File: src/rtl/tpu_pkg.sv
// Shared TPU datapath definitions.
//   PSUM_W         : width of a partial sum
//   psum_t         : signed partial-sum type
//   psum_state_e   : accumulator FSM states
package tpu_pkg;

    localparam int PSUM_W = 12;

    typedef logic signed [PSUM_W-1:0] psum_t;

    typedef enum logic {
        IDLE  = 1'b0,
        ACCUM = 1'b1
    } psum_state_e;

endpackage

File: src/rtl/psum_accum_if.sv
// Stream bundle between the partial-sum adder, the accumulator and the
// tile consumer.
//   in_valid/in_ready/in_data   : partial-sum beat stream into the accumulator
//   out_valid/out_ready         : tile result handshake
//   out_data/out_ovf            : tile sum and its signed-overflow flag
// modport slave  : the accumulator side
// modport master : the producer/consumer side driving the accumulator
interface psum_accum_if
    import tpu_pkg::*;
#(
    parameter int N = PSUM_W
);
    logic         in_valid;
    logic         in_ready;
    logic [N-1:0] in_data;
    logic         out_valid;
    logic         out_ready;
    logic [N-1:0] out_data;
    logic         out_ovf;

    modport slave (
        input  in_valid,
        input  in_data,
        input  out_ready,
        output in_ready,
        output out_valid,
        output out_data,
        output out_ovf
    );

    modport master (
        output in_valid,
        output in_data,
        output out_ready,
        input  in_ready,
        input  out_valid,
        input  out_data,
        input  out_ovf
    );
endinterface

File: src/rtl/psum_add_ovf.sv
// Combinational N-bit wrap-around adder with signed-overflow detect.
//   a, b : two's-complement operands
//   sum  : a + b modulo 2^N (carry-out dropped)
//   ovf  : operands share a sign and the sum has the other sign
module psum_add_ovf #(
    parameter int N = 12
) (
    input  logic [N-1:0] a,
    input  logic [N-1:0] b,
    output logic [N-1:0] sum,
    output logic         ovf
);
    always_comb begin
        sum = a + b;
        ovf = (a[N-1] == b[N-1]) && (sum[N-1] != a[N-1]);
    end
endmodule

File: src/rtl/psum_accum.sv
// Partial-sum accumulator: adds K consecutive beats into one tile result
// (mod 2^N) and presents it on a one-entry registered output with a
// sticky signed-overflow flag.
//   clk : clock, rising edge
//   rst : synchronous active-high reset
//   bus : psum_accum_if slave (input beat stream, tile output stream)
//
// state | meaning
// ------+---------------------------------------
// IDLE  | cnt == 0, no tile in progress
// ACCUM | 0 < cnt <= K-1, tile partially summed
module psum_accum
    import tpu_pkg::*;
#(
    parameter int  N  = PSUM_W,
    parameter int  K  = 4,
    localparam int CW = (K > 1) ? $clog2(K) : 1
) (
    input logic          clk,
    input logic          rst,
    psum_accum_if.slave  bus
);
    localparam logic [CW-1:0] LAST_CNT = CW'(K - 1);

    psum_state_e   state_q, state_d;
    logic [CW-1:0] cnt_q, cnt_d;
    logic [N-1:0]  acc_q, acc_d;
    logic          ovf_acc_q, ovf_acc_d;
    logic          out_valid_q, out_valid_d;
    logic [N-1:0]  out_data_q, out_data_d;
    logic          out_ovf_q, out_ovf_d;

    logic          first_beat;
    logic          last_beat;
    logic          accept_in;
    logic          consume;
    logic [N-1:0]  add_sum;
    logic          add_ovf;
    logic [N-1:0]  fin_data;
    logic          fin_ovf;

    psum_add_ovf #(.N(N)) u_add (
        .a   (acc_q),
        .b   (bus.in_data),
        .sum (add_sum),
        .ovf (add_ovf)
    );

    // With K == 1 every beat is both first and last.
    assign first_beat = (cnt_q == '0);
    assign last_beat  = (cnt_q == LAST_CNT);

    // Only the final beat can be blocked, and only by an undrained output.
    assign bus.in_ready = !(last_beat && out_valid_q && !bus.out_ready);
    assign accept_in    = bus.in_valid && bus.in_ready;
    assign consume      = out_valid_q && bus.out_ready;

    assign fin_data = first_beat ? bus.in_data : add_sum;
    assign fin_ovf  = first_beat ? 1'b0 : (ovf_acc_q | add_ovf);

    always_ff @(posedge clk) begin
        if (rst) begin
            state_q     <= IDLE;
            cnt_q       <= '0;
            acc_q       <= '0;
            ovf_acc_q   <= 1'b0;
            out_valid_q <= 1'b0;
            out_data_q  <= '0;
            out_ovf_q   <= 1'b0;
        end else begin
            state_q     <= state_d;
            cnt_q       <= cnt_d;
            acc_q       <= acc_d;
            ovf_acc_q   <= ovf_acc_d;
            out_valid_q <= out_valid_d;
            out_data_q  <= out_data_d;
            out_ovf_q   <= out_ovf_d;
        end
    end

    always_comb begin
        state_d     = state_q;
        cnt_d       = cnt_q;
        acc_d       = acc_q;
        ovf_acc_d   = ovf_acc_q;
        out_valid_d = out_valid_q && !consume;
        out_data_d  = out_data_q;
        out_ovf_d   = out_ovf_q;

        if (accept_in) begin
            if (last_beat) begin
                // Final beat goes straight to the output slot; acc is left alone.
                out_valid_d = 1'b1;
                out_data_d  = fin_data;
                out_ovf_d   = fin_ovf;
                cnt_d       = '0;
                state_d     = IDLE;
            end else begin
                cnt_d   = cnt_q + CW'(1);
                state_d = ACCUM;
                if (first_beat) begin
                    acc_d     = bus.in_data;
                    ovf_acc_d = 1'b0;
                end else begin
                    acc_d     = add_sum;
                    ovf_acc_d = ovf_acc_q | add_ovf;
                end
            end
        end
    end

    assign bus.out_valid = out_valid_q;
    assign bus.out_data  = out_data_q;
    assign bus.out_ovf   = out_ovf_q;

endmodule

File: src/flat_wrapper.sv
// flat-port wrapper written by rule: the top's interface ports become plain ports
module psum_accum_flat import tpu_pkg::*;
#(
    parameter int  N  = PSUM_W,
    parameter int  K  = 4,
    localparam int CW = (K > 1) ? $clog2(K) : 1
)
  (clk, rst, bus_in_valid, bus_in_data, bus_out_ready, bus_in_ready, bus_out_valid, bus_out_data, bus_out_ovf);
  psum_accum_if #(.N(N)) bus_i ();
  input logic clk;
  input logic rst;
  input wire logic [$bits(bus_i.in_valid)-1:0] bus_in_valid;
  input wire logic [$bits(bus_i.in_data)-1:0] bus_in_data;
  input wire logic [$bits(bus_i.out_ready)-1:0] bus_out_ready;
  output wire logic [$bits(bus_i.in_ready)-1:0] bus_in_ready;
  output wire logic [$bits(bus_i.out_valid)-1:0] bus_out_valid;
  output wire logic [$bits(bus_i.out_data)-1:0] bus_out_data;
  output wire logic [$bits(bus_i.out_ovf)-1:0] bus_out_ovf;
  assign bus_i.in_valid = bus_in_valid;
  assign bus_i.in_data = bus_in_data;
  assign bus_i.out_ready = bus_out_ready;
  assign bus_in_ready = bus_i.in_ready;
  assign bus_out_valid = bus_i.out_valid;
  assign bus_out_data = bus_i.out_data;
  assign bus_out_ovf = bus_i.out_ovf;
  psum_accum #(.N(N), .K(K)) u_core (.clk(clk), .rst(rst), .bus(bus_i));
endmodule
File: config.mk
export PLATFORM = sky130hd
export DESIGN_NAME = psum_accum_flat
export DESIGN_NICKNAME = d
export VERILOG_FILES = /design/src/rtl/tpu_pkg.sv /design/src/rtl/psum_accum_if.sv /design/src/rtl/psum_add_ovf.sv /design/src/rtl/psum_accum.sv /design/src/flat_wrapper.sv
export SDC_FILE = /design/constraint.sdc
export NUM_CORES = 1
export LEC_CHECK = 0
export CORE_ASPECT_RATIO = 2
export CORE_MARGIN = 5
export CORE_UTILIZATION = 55
export CTS_BUF_LIST = sky130_fd_sc_hd__clkbuf_4
export CTS_CLUSTER_DIAMETER = 60
export DETAILED_ROUTE_END_ITERATION = 10
export PLACE_DENSITY = 0.9
export SLEW_MARGIN = 20
export SYNTH_ARGS = -nofsm -noshare
export SYNTH_HDL_FRONTEND = slang
export SYNTH_SLANG_ARGS = --single-unit
File: constraint.sdc
create_clock -name clk -period 5.72 [get_ports clk]
set_clock_uncertainty 0.05 [all_clocks]
set_input_delay 1.144 -clock clk [delete_from_list [all_inputs] [get_ports clk]]
set_output_delay 1.144 -clock clk [all_outputs]
set_load 0.05 [all_outputs]
==> impl_summary.log <==
INFO  metric synthesis.instances = 223
INFO  metric start_util = 0.573
INFO  metric r2r_start = u_core.acc_q[0]
INFO  metric synth.net_count = 253
INFO  metric die_w = 50.8 um
INFO  metric number_of_non_filler_instances_in_the_completed_layout = 279
INFO  metric synth_cell_type_count = 40
INFO  metric layout.cells.most_common = nor2_1
INFO  metric largest_family_of_logic_cells_by_synthesized_area = compound AO/OA/AOI/OAI gates
INFO  metric worst-r2r-setup-slack = 3.46 ns
INFO  metric finalSetupViolations = 0
INFO  metric setup_slack = 1.93 ns
INFO  metric timing.hold.worst.class = flop to flop
INFO  metric yosys.area_share.xor_xnor = 0.0335
INFO  metric synth-async-reset-ratio = 0
INFO  metric synth_simple_gate_area_share = 0.208
INFO  metric timing_max_transition_violations_final = 0
INFO  metric global_route.usage.total = 0.204
INFO  metric maximum_achievable_frequency = 264 MHz
INFO  metric cts_inserted_buffers = 5
INFO  metric cts.htree.levels = 2
INFO  metric timing.final.crit_share = 0.663
INFO  metric antenna-diode-count = 0
INFO  metric global_route_wire_length_before_repair = 7510 um
INFO  metric place_worst_setup_slack = 1.92 ns
INFO  metric type_of_element_launching_the_critical_path = input port
INFO  metric switching_share = 0.326
INFO  metric synth_area = 0.00183 mm2
INFO  metric cts_hold_buffers = 0
INFO  metric core.rowCount = 29
INFO  metric final_hold_viol_count = 0
INFO  metric initialDrtViolationCount = 49
INFO  metric detailedRoute.firstPassIterationCount = 4
INFO  metric clock_sink_count = 29
INFO  metric count_of_unresolved_drc_violations_after_routing = 0
INFO  metric worst_setup_path_end_kind = output pin
INFO  metric number_of_global_route_vias_before_repair = 1,749
INFO  metric postSynth.topFlopCell = dfxtp_1
INFO  metric timing.hold.worst.start = u_core.bus.out_ovf
INFO  metric timing.hold.worst_path_depth = 2
INFO  metric dr_total_vias = 1,725
INFO  metric grt_antenna_before_repair = 0
INFO  metric detail_route.wl_per_cell = 15.9 um
INFO  metric hold_path_end = u_core.bus.out_ovf
INFO  metric worst_ir_drop_vdd = 0.000203 V
INFO  metric cts_buffer_depth = 2
INFO  metric ys_seq_elements = 29
INFO  metric route.detailed.vias_per_inst = 6.18
INFO  metric final_nets = 277
INFO  metric port_buffers = 30
INFO  metric dp.cells = 271
INFO  metric max_fo_critical_path = 4
INFO  metric power_density = 255 mW/mm2
INFO  metric critPathKind = input port to output pin
INFO  metric worst_ep_required_time = 4.53 ns
INFO  metric power.switching = 0.182 mW
INFO  metric reg_power_frac = 0.400
INFO  metric fin_tns_setup = 0 ns
INFO  metric sequential_share_of_the_synthesized_area = 0.317
INFO  metric synth_compound_gate_area_share = 0.237
INFO  metric grt_remaining_overflow = 0
INFO  metric synth_mux_area_frac = 0.0554
INFO  metric cts.repair_timing.setup_buffer_count = 0
INFO  metric clk_transition_reported_paths = 0.10 ns
INFO  metric post_route_cells_drive_above_1_share = 0.0766
INFO  metric grt_max_degree = 30
INFO  metric power.internal = 0.375 mW
INFO  metric clock_tree_from_tritoncts = done
INFO  metric cts.repair.resized = 0
INFO  metric ys_warn_count = 0
INFO  metric die_height = 91.6 um
INFO  metric detail_route.wirelength = 4430 um
INFO  metric cts_root_buf = clkbuf_4
INFO  metric routabilityCongestion = 0.843
INFO  metric p_leak = 0.839 nW
INFO  metric floorplan.core_area = 0.00319 mm2
INFO  metric post-route-min-period = 3.79 ns
INFO  metric final_antenna_net_count = 0
INFO  metric ff2ff_path_depth = 9
INFO  metric critical_path.reg2reg.endpoint = u_core.bus.out_data[8]
INFO  metric yosys.area_share.adder = 0.0998
INFO  metric skew_pair_late_insertion_delay = 0.34 ns
INFO  metric flow.area_growth_from_synthesis = 19.5%
INFO  metric max_slew.worst_pin.slew = 1.05 ns
INFO  metric number_of_enable_flip_flop_cells_after_synthesis = 0
INFO  metric place_hpwl = 3280 um
INFO  metric cp.arrival = 2.60 ns
INFO  metric power_frac_comb = 0.286
INFO  metric p_clk_frac = 0.314
INFO  metric status = completed
INFO  metric slew_headroom = 0.301
INFO  metric grt_setup_unrepaired = false
INFO  metric top_level_ports = 31
INFO  metric max-cap-violations = 0
INFO  metric die_area = 0.00465 mm2
INFO  metric syn_area_per_cell = 8.21 um2
INFO  metric mostFrequentLayoutCells = 36 x nor2_1, 29 x clkdlybuf4s50_1, 29 x dfxtp_1
==> worst max-delay path by stage <==
stage,start,end
2_1_floorplan,bus_in_data[0],u_core.bus.out_data[8]
3_3_place_gp,bus_out_ready,bus_in_ready
3_5_place_dp,bus_out_ready,bus_in_ready
4_1_cts,bus_out_ready,bus_in_ready
5_1_grt,bus_out_ready,bus_in_ready
6_report,bus_out_ready,bus_in_ready
==> cell type report <==
class / instances / area [um2]
Clock buffer: 6 / 45.0
Clock inverter: 2 / 33.8
Fill cell: 265 / 1000
Inverter: 7 / 26.3
Multi-Input combinational cell: 173 / 1160
Sequential cell: 29 / 581
Tap cell: 31 / 38.8
Timing Repair Buffer: 31 / 303
==> stage by stage <==
stage / power, mW / cell area, um2 / util / hold WS [ns]
4_1_cts: 0.556 / 2190 / 0.687 / 0.436
6_report: 0.557 / 2190 / 0.685 / 0.428
3_3_place_gp: 0.381 / 2110 / 0.662 / 0.391
5_1_grt: 0.586 / 2190 / 0.685 / 0.470
2_1_floorplan: 0.345 / 1830 / - / 0.399
3_5_place_dp: 0.385 / 2110 / 0.662 / 0.422
==> worst max-delay path, stage by stage <==
cell and delay, ns:
clkdlybuf4s50_1 0.47, nand3b_1 0.16, clkdlybuf4s50_1 0.82
==> flip-flops by register name, indices dropped and copies added, names as in the netlist <==
register	cells
u_core.ovf_acc_q	1
u_core.bus.out_ovf	1
u_core.bus.out_valid	1
u_core.bus.out_data	12
u_core.acc_q	12
u_core.cnt_q	2
==> cells by family after synthesis <==
family | Yosys count
AOI/OAI and AO/OA | 60
xor gates and xnor gates | 7
adders and majority gates | 14
buffers and inverters | 21
DFF | 29
muxes | 10
and+or+nand+nor | 82
==> layer usage <==
metal	up-vias	GRT usage	part of all wire
met2	43	0.373	0.56
met4	0	0.109	0.048
li1	856	-	-
met5	-	0	0
met1	809	0.200	0.36
met3	17	0.0426	0.037
==> power groups by stage <==
stage          Sequential (mW)  Clock, mW  Combinational [mW]
2_1_floorplan            0.229          0               0.116
3_3_place_gp             0.227          0               0.154
3_5_place_dp             0.228          0               0.158
4_1_cts                  0.223      0.173               0.160
5_1_grt                  0.224      0.185               0.177
6_report                 0.223      0.175               0.159
==> synth_stat cells, types with 4 or more instances <==
master	n	area (um2)
a211oi_1	16	120
a21oi_1	12	60.1
a311oi_1	5	43.8
a31oi_1	4	25.0
clkbuf_1	11	41.3
dfxtp_1	29	581
ha_1	13	163
inv_1	7	26.3
mux2i_1	9	90.1
nand2_1	17	63.8
nand2b_1	4	25.0
nand3_1	4	20.0
nor2_1	36	135
nor2b_1	4	25.0
nor3_1	7	35.0
o21ai_0	6	30.0
xnor2_1	5	43.8
Note: power is estimated with default switching activity, not from simulation.
